File: config.mk
export PLATFORM = sky130hd
export DESIGN_NAME = uart_v2_rx
export DESIGN_NICKNAME = d
export VERILOG_FILES = /design/src/rtl/uart_pkg.sv /design/src/rtl/uart_baud_tick.sv /design/src/rtl/uart_v2_rx.sv
export SDC_FILE = /design/constraint.sdc
export NUM_CORES = 1
export LEC_CHECK = 0
export ABC_AREA = 1
export CORE_MARGIN = 4
export CORE_UTILIZATION = 59
export CTS_BUF_LIST = sky130_fd_sc_hd__clkbuf_16
export DETAILED_ROUTE_END_ITERATION = 8
export HOLD_SLACK_MARGIN = 0.15
export PLACE_DENSITY = 0.91
export SETUP_SLACK_MARGIN = 0.5
export SLEW_MARGIN = 20
export SYNTH_ARGS = -nofsm -noshare
export SYNTH_HDL_FRONTEND = slang
export SYNTH_SLANG_ARGS = --single-unit
export TNS_END_PERCENT = 5
File: constraint.sdc
create_clock -name sysclk -period 4 [get_ports sysclk]
set_clock_uncertainty 0.15 [all_clocks]
set_input_delay 0.8 -clock sysclk [delete_from_list [all_inputs] [get_ports sysclk]]
set_output_delay 0.8 -clock sysclk [all_outputs]
set_load 0.02 [all_outputs]
File: src/rtl/uart_pkg.sv
`default_nettype none
// ============================================================================
// Module : uart_pkg
// Shared state type, framing constants and vote helper for the uart_v2 receiver.
// Rev    : 1.0  initial release
// ============================================================================
package uart_pkg;

    typedef enum logic [1:0] {
        IDLE  = 2'd0,
        START = 2'd1,
        DATA  = 2'd2,
        STOP  = 2'd3
    } rx_state_t;

    localparam int SAMPLES_PER_BIT = 4;
    localparam int VOTE_PHASE      = 2;
    localparam int DATA_BITS       = 8;

    // 50 MHz / 109 gives four samples per bit at ~114.7 kbps (115200 - 0.45%)
    localparam int CLK_DIV_DEFAULT = 109;

    function automatic logic majority3(input logic a, input logic b, input logic c);
        return (a & b) | (a & c) | (b & c);
    endfunction

endpackage
`default_nettype wire

File: src/rtl/uart_baud_tick.sv
`default_nettype none
// ============================================================================
// Module : uart_baud_tick
// Quarter-bit sample tick divider; one-cycle tick every CLK_DIV sysclk cycles.
// Rev    : 1.0  initial release
// ============================================================================
module uart_baud_tick #(
    parameter int CLK_DIV = 109
) (
    input  logic sysclk,
    input  logic sysreset,
    input  logic clear,
    output logic tick
);

    localparam int              c_cnt_w = (CLK_DIV > 1) ? $clog2(CLK_DIV) : 1;
    localparam logic [c_cnt_w-1:0] c_last = c_cnt_w'(CLK_DIV - 1);

    logic [c_cnt_w-1:0] r_count;

    // clear outranks the count so a new frame always starts from a full period
    always_ff @(posedge sysclk) begin
        if (sysreset) begin
            r_count <= '0;
        end else if (clear) begin
            r_count <= '0;
        end else if (r_count == c_last) begin
            r_count <= '0;
        end else begin
            r_count <= r_count + 1'b1;
        end
    end

    assign tick = (r_count == c_last);

endmodule
`default_nettype wire

File: src/rtl/uart_v2_rx.sv
`default_nettype none
// ============================================================================
// Module : uart_v2_rx
// 8N1 receiver: 4x oversampled, 2-of-3 majority vote, data/flag register pair.
// Rev    : 1.0  initial release
// ============================================================================
module uart_v2_rx #(
    parameter int CLK_DIV   = uart_pkg::CLK_DIV_DEFAULT,
    parameter int DATA_BITS = uart_pkg::DATA_BITS
) (
    input  logic                 sysclk,
    input  logic                 sysreset,
    input  logic                 rx_line,
    input  logic                 ack,
    output logic [DATA_BITS-1:0] parallel_out,
    output logic                 data_ready,
    output logic                 framing_err,
    output logic                 overrun,
    output logic                 rx_busy
);

    import uart_pkg::*;

    localparam int c_phase_w = $clog2(SAMPLES_PER_BIT);
    localparam int c_bit_w   = (DATA_BITS > 1) ? $clog2(DATA_BITS) : 1;

    localparam logic [1:0] c_st_idle  = IDLE;
    localparam logic [1:0] c_st_start = START;
    localparam logic [1:0] c_st_data  = DATA;
    localparam logic [1:0] c_st_stop  = STOP;

    localparam logic [c_phase_w-1:0] c_ph_first  = '0;
    localparam logic [c_phase_w-1:0] c_ph_second = c_phase_w'(1);
    localparam logic [c_phase_w-1:0] c_ph_vote   = c_phase_w'(VOTE_PHASE);
    localparam logic [c_phase_w-1:0] c_ph_last   = c_phase_w'(SAMPLES_PER_BIT - 1);
    localparam logic [c_bit_w-1:0]   c_last_bit  = c_bit_w'(DATA_BITS - 1);

    logic                 r_sync1;
    logic                 r_rx_s;
    logic                 r_rx_prev;
    logic [1:0]           r_state;
    logic [1:0]           w_state_nxt;
    logic [c_phase_w-1:0] r_phase;
    logic [c_bit_w-1:0]   r_bit_cnt;
    logic                 r_samp0;
    logic                 r_samp1;
    logic [DATA_BITS-1:0] r_shift;
    logic [DATA_BITS-1:0] r_data;
    logic                 r_ready;
    logic                 r_ferr;
    logic                 r_ovr;
    logic                 r_busy;

    logic w_tick;
    logic w_idle;
    logic w_detect;
    logic w_vote;
    logic w_vote_tick;
    logic w_end_tick;
    logic w_deliver;

    // Divider is held at zero while idle, so the first tick lands CLK_DIV after detect
    uart_baud_tick #(
        .CLK_DIV (CLK_DIV)
    ) u_baud_tick (
        .sysclk   (sysclk),
        .sysreset (sysreset),
        .clear    (w_idle),
        .tick     (w_tick)
    );

    always_ff @(posedge sysclk) begin
        if (sysreset) begin
            r_sync1   <= 1'b1;
            r_rx_s    <= 1'b1;
            r_rx_prev <= 1'b1;
        end else begin
            r_sync1   <= rx_line;
            r_rx_s    <= r_sync1;
            r_rx_prev <= r_rx_s;
        end
    end

    assign w_idle      = (r_state == c_st_idle);
    assign w_detect    = w_idle && !r_rx_s && r_rx_prev;
    assign w_vote      = majority3(r_samp0, r_samp1, r_rx_s);
    assign w_vote_tick = w_tick && (r_phase == c_ph_vote);
    assign w_end_tick  = w_tick && (r_phase == c_ph_last);
    assign w_deliver   = w_vote_tick && (r_state == c_st_stop);

    // STOP leaves on its vote tick rather than phase 3 to tolerate fast senders
    always_comb begin
        w_state_nxt = r_state;
        case (r_state)
            c_st_idle: begin
                if (w_detect) w_state_nxt = c_st_start;
            end
            c_st_start: begin
                if (w_vote_tick && w_vote) begin
                    w_state_nxt = c_st_idle;
                end else if (w_end_tick) begin
                    w_state_nxt = c_st_data;
                end
            end
            c_st_data: begin
                if (w_end_tick && (r_bit_cnt == c_last_bit)) w_state_nxt = c_st_stop;
            end
            c_st_stop: begin
                if (w_vote_tick) w_state_nxt = c_st_idle;
            end
            default: w_state_nxt = c_st_idle;
        endcase
    end

    always_ff @(posedge sysclk) begin
        if (sysreset) begin
            r_state <= c_st_idle;
            r_busy  <= 1'b0;
        end else begin
            r_state <= w_state_nxt;
            r_busy  <= (w_state_nxt != c_st_idle);
        end
    end

    always_ff @(posedge sysclk) begin
        if (sysreset) begin
            r_phase   <= '0;
            r_bit_cnt <= '0;
            r_samp0   <= 1'b1;
            r_samp1   <= 1'b1;
            r_shift   <= '0;
        end else if (w_idle) begin
            r_phase   <= '0;
            r_bit_cnt <= '0;
        end else if (w_tick) begin
            r_phase <= r_phase + 1'b1;
            if (r_phase == c_ph_first)  r_samp0 <= r_rx_s;
            if (r_phase == c_ph_second) r_samp1 <= r_rx_s;
            if ((r_state == c_st_data) && (r_phase == c_ph_vote)) begin
                r_shift <= {w_vote, r_shift[DATA_BITS-1:1]};
            end
            if ((r_state == c_st_data) && (r_phase == c_ph_last)) begin
                r_bit_cnt <= r_bit_cnt + 1'b1;
            end
        end
    end

    // A delivery coinciding with ack wins; ack only suppresses the overrun
    always_ff @(posedge sysclk) begin
        if (sysreset) begin
            r_data  <= '0;
            r_ready <= 1'b0;
            r_ferr  <= 1'b0;
            r_ovr   <= 1'b0;
        end else if (w_deliver) begin
            r_data  <= r_shift;
            r_ready <= 1'b1;
            r_ferr  <= ~w_vote;
            r_ovr   <= r_ovr | (r_ready & ~ack);
        end else if (ack) begin
            r_ready <= 1'b0;
            r_ferr  <= 1'b0;
            r_ovr   <= 1'b0;
        end
    end

    assign parallel_out = r_data;
    assign data_ready   = r_ready;
    assign framing_err  = r_ferr;
    assign overrun      = r_ovr;
    assign rx_busy      = r_busy;

endmodule
`default_nettype wire
; ---- After elaboration in Yosys (flattened, before gate mapping)
; Index checks and enable logic that the tools add are counted.
[word_totals]
regBits = 39
inputBits = 4
out_inout_bits = 12
[op_classes]
add_sub_neg = 3
mux = 10
n_bitwise = 10
n_reduce_logical = 20
n_eq_ne = 8
[op_table]
columns = operator, count
row1 = $mux W2, 5
row2 = $logic_and A1 B1 Y1, 9
row3 = $reduce_and A3 Y1, 3
row4 = $eq A2 B2 Y1 const B, 4
row5 = $pmux W2 S4, 1
row6 = $add A7 B1 Y7 const B, 1
row7 = $eq A7 B7 Y1 const B, 1
row8 = $and A1 B1 Y1, 4
row9 = $eq A2 B1 Y1 const B, 2
row10 = $logic_not A2 Y1, 2
row11 = $mux W1, 4
row12 = $reduce_bool A2 Y1, 2
row13 = $add A3 B1 Y3 const B, 1
row14 = $eq A3 B3 Y1 const B, 1
row15 = $not A1 Y1, 3
row16 = $or A1 B1 Y1, 3
row17 = $reduce_or A3 Y1, 1
row18 = $add A2 B1 Y2 const B, 1
row19 = $reduce_and A2 Y1, 1
row20 = $reduce_or A2 Y1, 1
row21 = $logic_not A1 Y1, 1

; ---- Logic depth before layout (Yosys ltp)
[logic_depth]
depth_word = 7
depth_mapped = 11
depth_no_buf = 11

; ---- Modules after synthesis
; Synthesis repeated with hierarchy kept, for this count alone.
[unflattened]
hier_cells = 216
area_unflattened_um2 = 1640.3
[by_module_without_submodules]
columns = mod, seq_area_each_um2, n_inst, cells_per_inst, area_per_inst_um2
row1 = uart_v2_rx, 640.6, 1, 170, 1298.7
row2 = uart_baud_tick, 140.1, 1, 46, 341.6

; ---- Worst setup path after synthesis
; No wires, ideal clock.
[synth_timing]
path_kind = input -> register
start = input sysreset
end = register r_data[7] (netlist: parallel_out[7])
t_arrival_ns = 1.535
t_required_ns = 3.780
slack_ns = 2.245
cell_stages = 5
path_cell_list = buf_2 > inv_1 > clkbuf_1 > o21ai_0 > a21oi_1
[synth_lines]
columns = item, line_no
row1 = "start, declared", uart_v2_rx.sv:12  ; input logic sysreset,
row2 = "end signal, assigned", uart_v2_rx.sv:156  ; r_data <= r_shift;
row3 = "end, declared", uart_v2_rx.sv:48  ; logic [DATA_BITS-1:0] r_data;

; ---- Worst setup path after layout
[layout_timing]
start = register r_ready (netlist: data_ready)
end = output data_ready
[layout_lines]
columns = item, line_no
row1 = "start, declared", uart_v2_rx.sv:49  ; logic r_ready;
row2 = "start signal, assigned", uart_v2_rx.sv:152  ; r_ready <= 1'b0;
row3 = "start signal, assigned", uart_v2_rx.sv:157  ; r_ready <= 1'b1;
row4 = "start signal, assigned", uart_v2_rx.sv:161  ; r_ready <= 1'b0;
row5 = "end, declared", uart_v2_rx.sv:16  ; output logic data_ready,
; No word-level cell between the ends.

==> summary.txt <==
Outcome: finished clean
Synth Instances: 212
Die W: 61.0 microns
Synth unique cells: 24
IO Port Bufs: 15
Critical Setup Path Class: flip-flop to primary output
Final worst slack: 1.81 ns
Yosys warnings: 0
DRT Pass-1 Iters: 4
Hold crit path type: flip-flop to flip-flop
Initial core utilization: 64.6%
Final worst path period share: 54.7%
CP endpoint kind: primary output
Postcts setup bufs: 0
CP arrival: 1.24 ns
Slowest cell on crit path: clkdlybuf4s50_1
Post-CTS sizing: 0
Final min period: 2.19 ns
Final Instance Area: 0.00196 sq mm
Total Power: 777 uW
Yosys reg bits: 39
Worst Path Buf+Inv: 1
Placer Congestion: 0.798
Top delay family on crit path: buffers and inverters
TritonCTS clock tree: built
Largest net degree at the start of global routing: 21
Nets: 242
Worst VDD drop: 0.389 mV
Final setup viols: 0
Residual DRC: 0
Via density: 5.18
Clk Latency, worst-skew pair: 0.28 ns
CORE AREA: 0.00257 sq mm
Initial antenna violation count: 0
Post-DR wirelength/cell: 11.9 microns
Most frequent cells in the layout: dfxtp_1 (39), inv_1 (33), nor2_1 (31)
Final number of hold-violating endpoints: 0
All-Layer GR Usage: 18.6%
Fmax: 457 MHz
Area growth syn-to-layout: 18.2%
Compound-Gate Fraction of Synth Area: 13.6%
Global-route wire length before repair: 5.02 mm
Setup TNS: 0 ns
Die ar.: 0.00372 sq mm
Tightest Pin Transition: 0.441 ns
Antenna viol nets, final: 0
Synth Area in XOR/XNOR: 0.528%
Slew HR: 70.6%
Depth of the CTS H-tree: 2
Crit-path cells: clkdlybuf4s50_1
Pleak: 0.000823 uW
Power Dens Cells: 397 mW/mm^2
Slew Limit Fails: 0
CP Launch Type: flip-flop
Post-Synth Simple-Gate Area: 23.6%
CTS clk-pin slew, worst paths: 0.06 ns
Multiplexer area fraction after synthesis: 0%
Inserted Clock Buffers: 5
Row cnt: 18
Cell Area, Synth: 0.00166 sq mm
Post-DP HPWL: 2.16 mm
Synth Area in Adders: 6.04%
Num Clock Sinks: 39
# diodes: 0
Vias in the first global route: 1225
Hold Slack: 0.282 ns
Hold_buf cts: 0
Vias post-DR: 1353
Worst setup slack after placement: 1.57 ns
Clock root buffer: clkbuf_16
Die height: 61.0 microns
Syn Nets: 224
Max Cap Viol: 0
Max FO, Critical Path: 3
Initial DRC count: 48
Maximum clock path buffer count: 2
Worst path max stage delay: 0.61 ns
Mean Syn Cell Area: 7.82 sq um
Sequential share of the synthesized area: 47.1%
CP Data Required Time: 3.05 ns
I/O pin cnt: 16
Final wirelength: 3.10 mm
Dpl cell area: 0.00182 sq mm
RSZ-0062 raised after global routing: false
Gr ovfl total: 0
Main combinational cell family by area after synthesis: simple AND/OR/NAND/NOR gates
Most common cell after layout, fill and taps aside: dfxtp_1
Share of cells above drive strength 1: 8.23%
[where the power goes]
group | switching, uW | leakage (uW) | internal (uW) | total [uW]
clock | 144 | 0.0000710 | 227 | 371
combinational | 9.16 | 0.000437 | 6.00 | 15.2
sequential | 1.06 | 0.000315 | 391 | 392
total | 154 | 0.000823 | 623 | 777
[metal layers]
layer / global-route usage, % / wire, microns
met5: 0 / 0
met4: 9.60 / 65
met1: 21.3 / 1420
met2: 31.5 / 1480
met3: 5.66 / 126
[synth_stat cells (all sizes together)]
| library cell | instances | share of area (%) |
|---|---|---|
| dfxtp | 39 | 47 |
| a211oi | 2 | 1.5 |
| nand2 | 28 | 6.3 |
| or2 | 2 | 0.75 |
| a21oi | 18 | 5.4 |
| nor3 | 3 | 0.91 |
| nor3b | 1 | 0.45 |
| clkbuf | 1 | 0.23 |
| nor4 | 1 | 0.38 |
| buf | 3 | 1.4 |
| nand3 | 12 | 4.5 |
| and3 | 1 | 0.38 |
| ha | 8 | 6.0 |
| nor2 | 35 | 9.1 |
| o21ai | 22 | 6.6 |
| nand4 | 2 | 0.75 |
| inv | 33 | 7.5 |
| xor2 | 1 | 0.53 |
[final timing paths]
kind	depth (start not counted)	slack, ns	start	to
max	1	1.81	data_ready	data_ready
min	1	0.28	r_sync1	r_rx_s
max reg2reg	7	2.08	u_baud_tick.r_count[0]	parallel_out[1]
min reg2reg	1	0.28	r_sync1	r_rx_s
[flip-flops by register name, summed over array words and instances (netlist names)]
register	count
r_state	2
overrun	1
r_rx_prev	1
framing_err	1
r_shift	8
r_bit_cnt	3
r_samp1	1
u_baud_tick.r_count	7
parallel_out	8
r_rx_s	1
r_phase	2
data_ready	1
r_samp0	1
r_sync1	1
rx_busy	1
[metrics by stage]
stage	instances	utilization, %
floorplan	212	-
global placement	253	70.8
detailed placement	253	70.8
CTS	261	76.3
global route	261	76.3
finish	261	76.3
[cell families (layout without fill, tap and decap cells)]
| kind of cell | count (synthesis) | count (layout) |
|---|---|---|
| simple gates | 85 | 85 |
| compound gates | 42 | 42 |
| flops | 39 | 39 |
| buf+inv | 37 | 56 |
| fa+ha+maj | 8 | 8 |
| xor+xnor | 1 | 1 |
[final cells by class]
type	count	area, sq um
sequential	39	781
fill	182	608
tap	30	37.5
clock buffer	5	125
multi-input combinational	136	726
clock inverter	3	16.3
inverter	33	124
timing repair buffer	15	150
(Power assumes the default switching activity.)
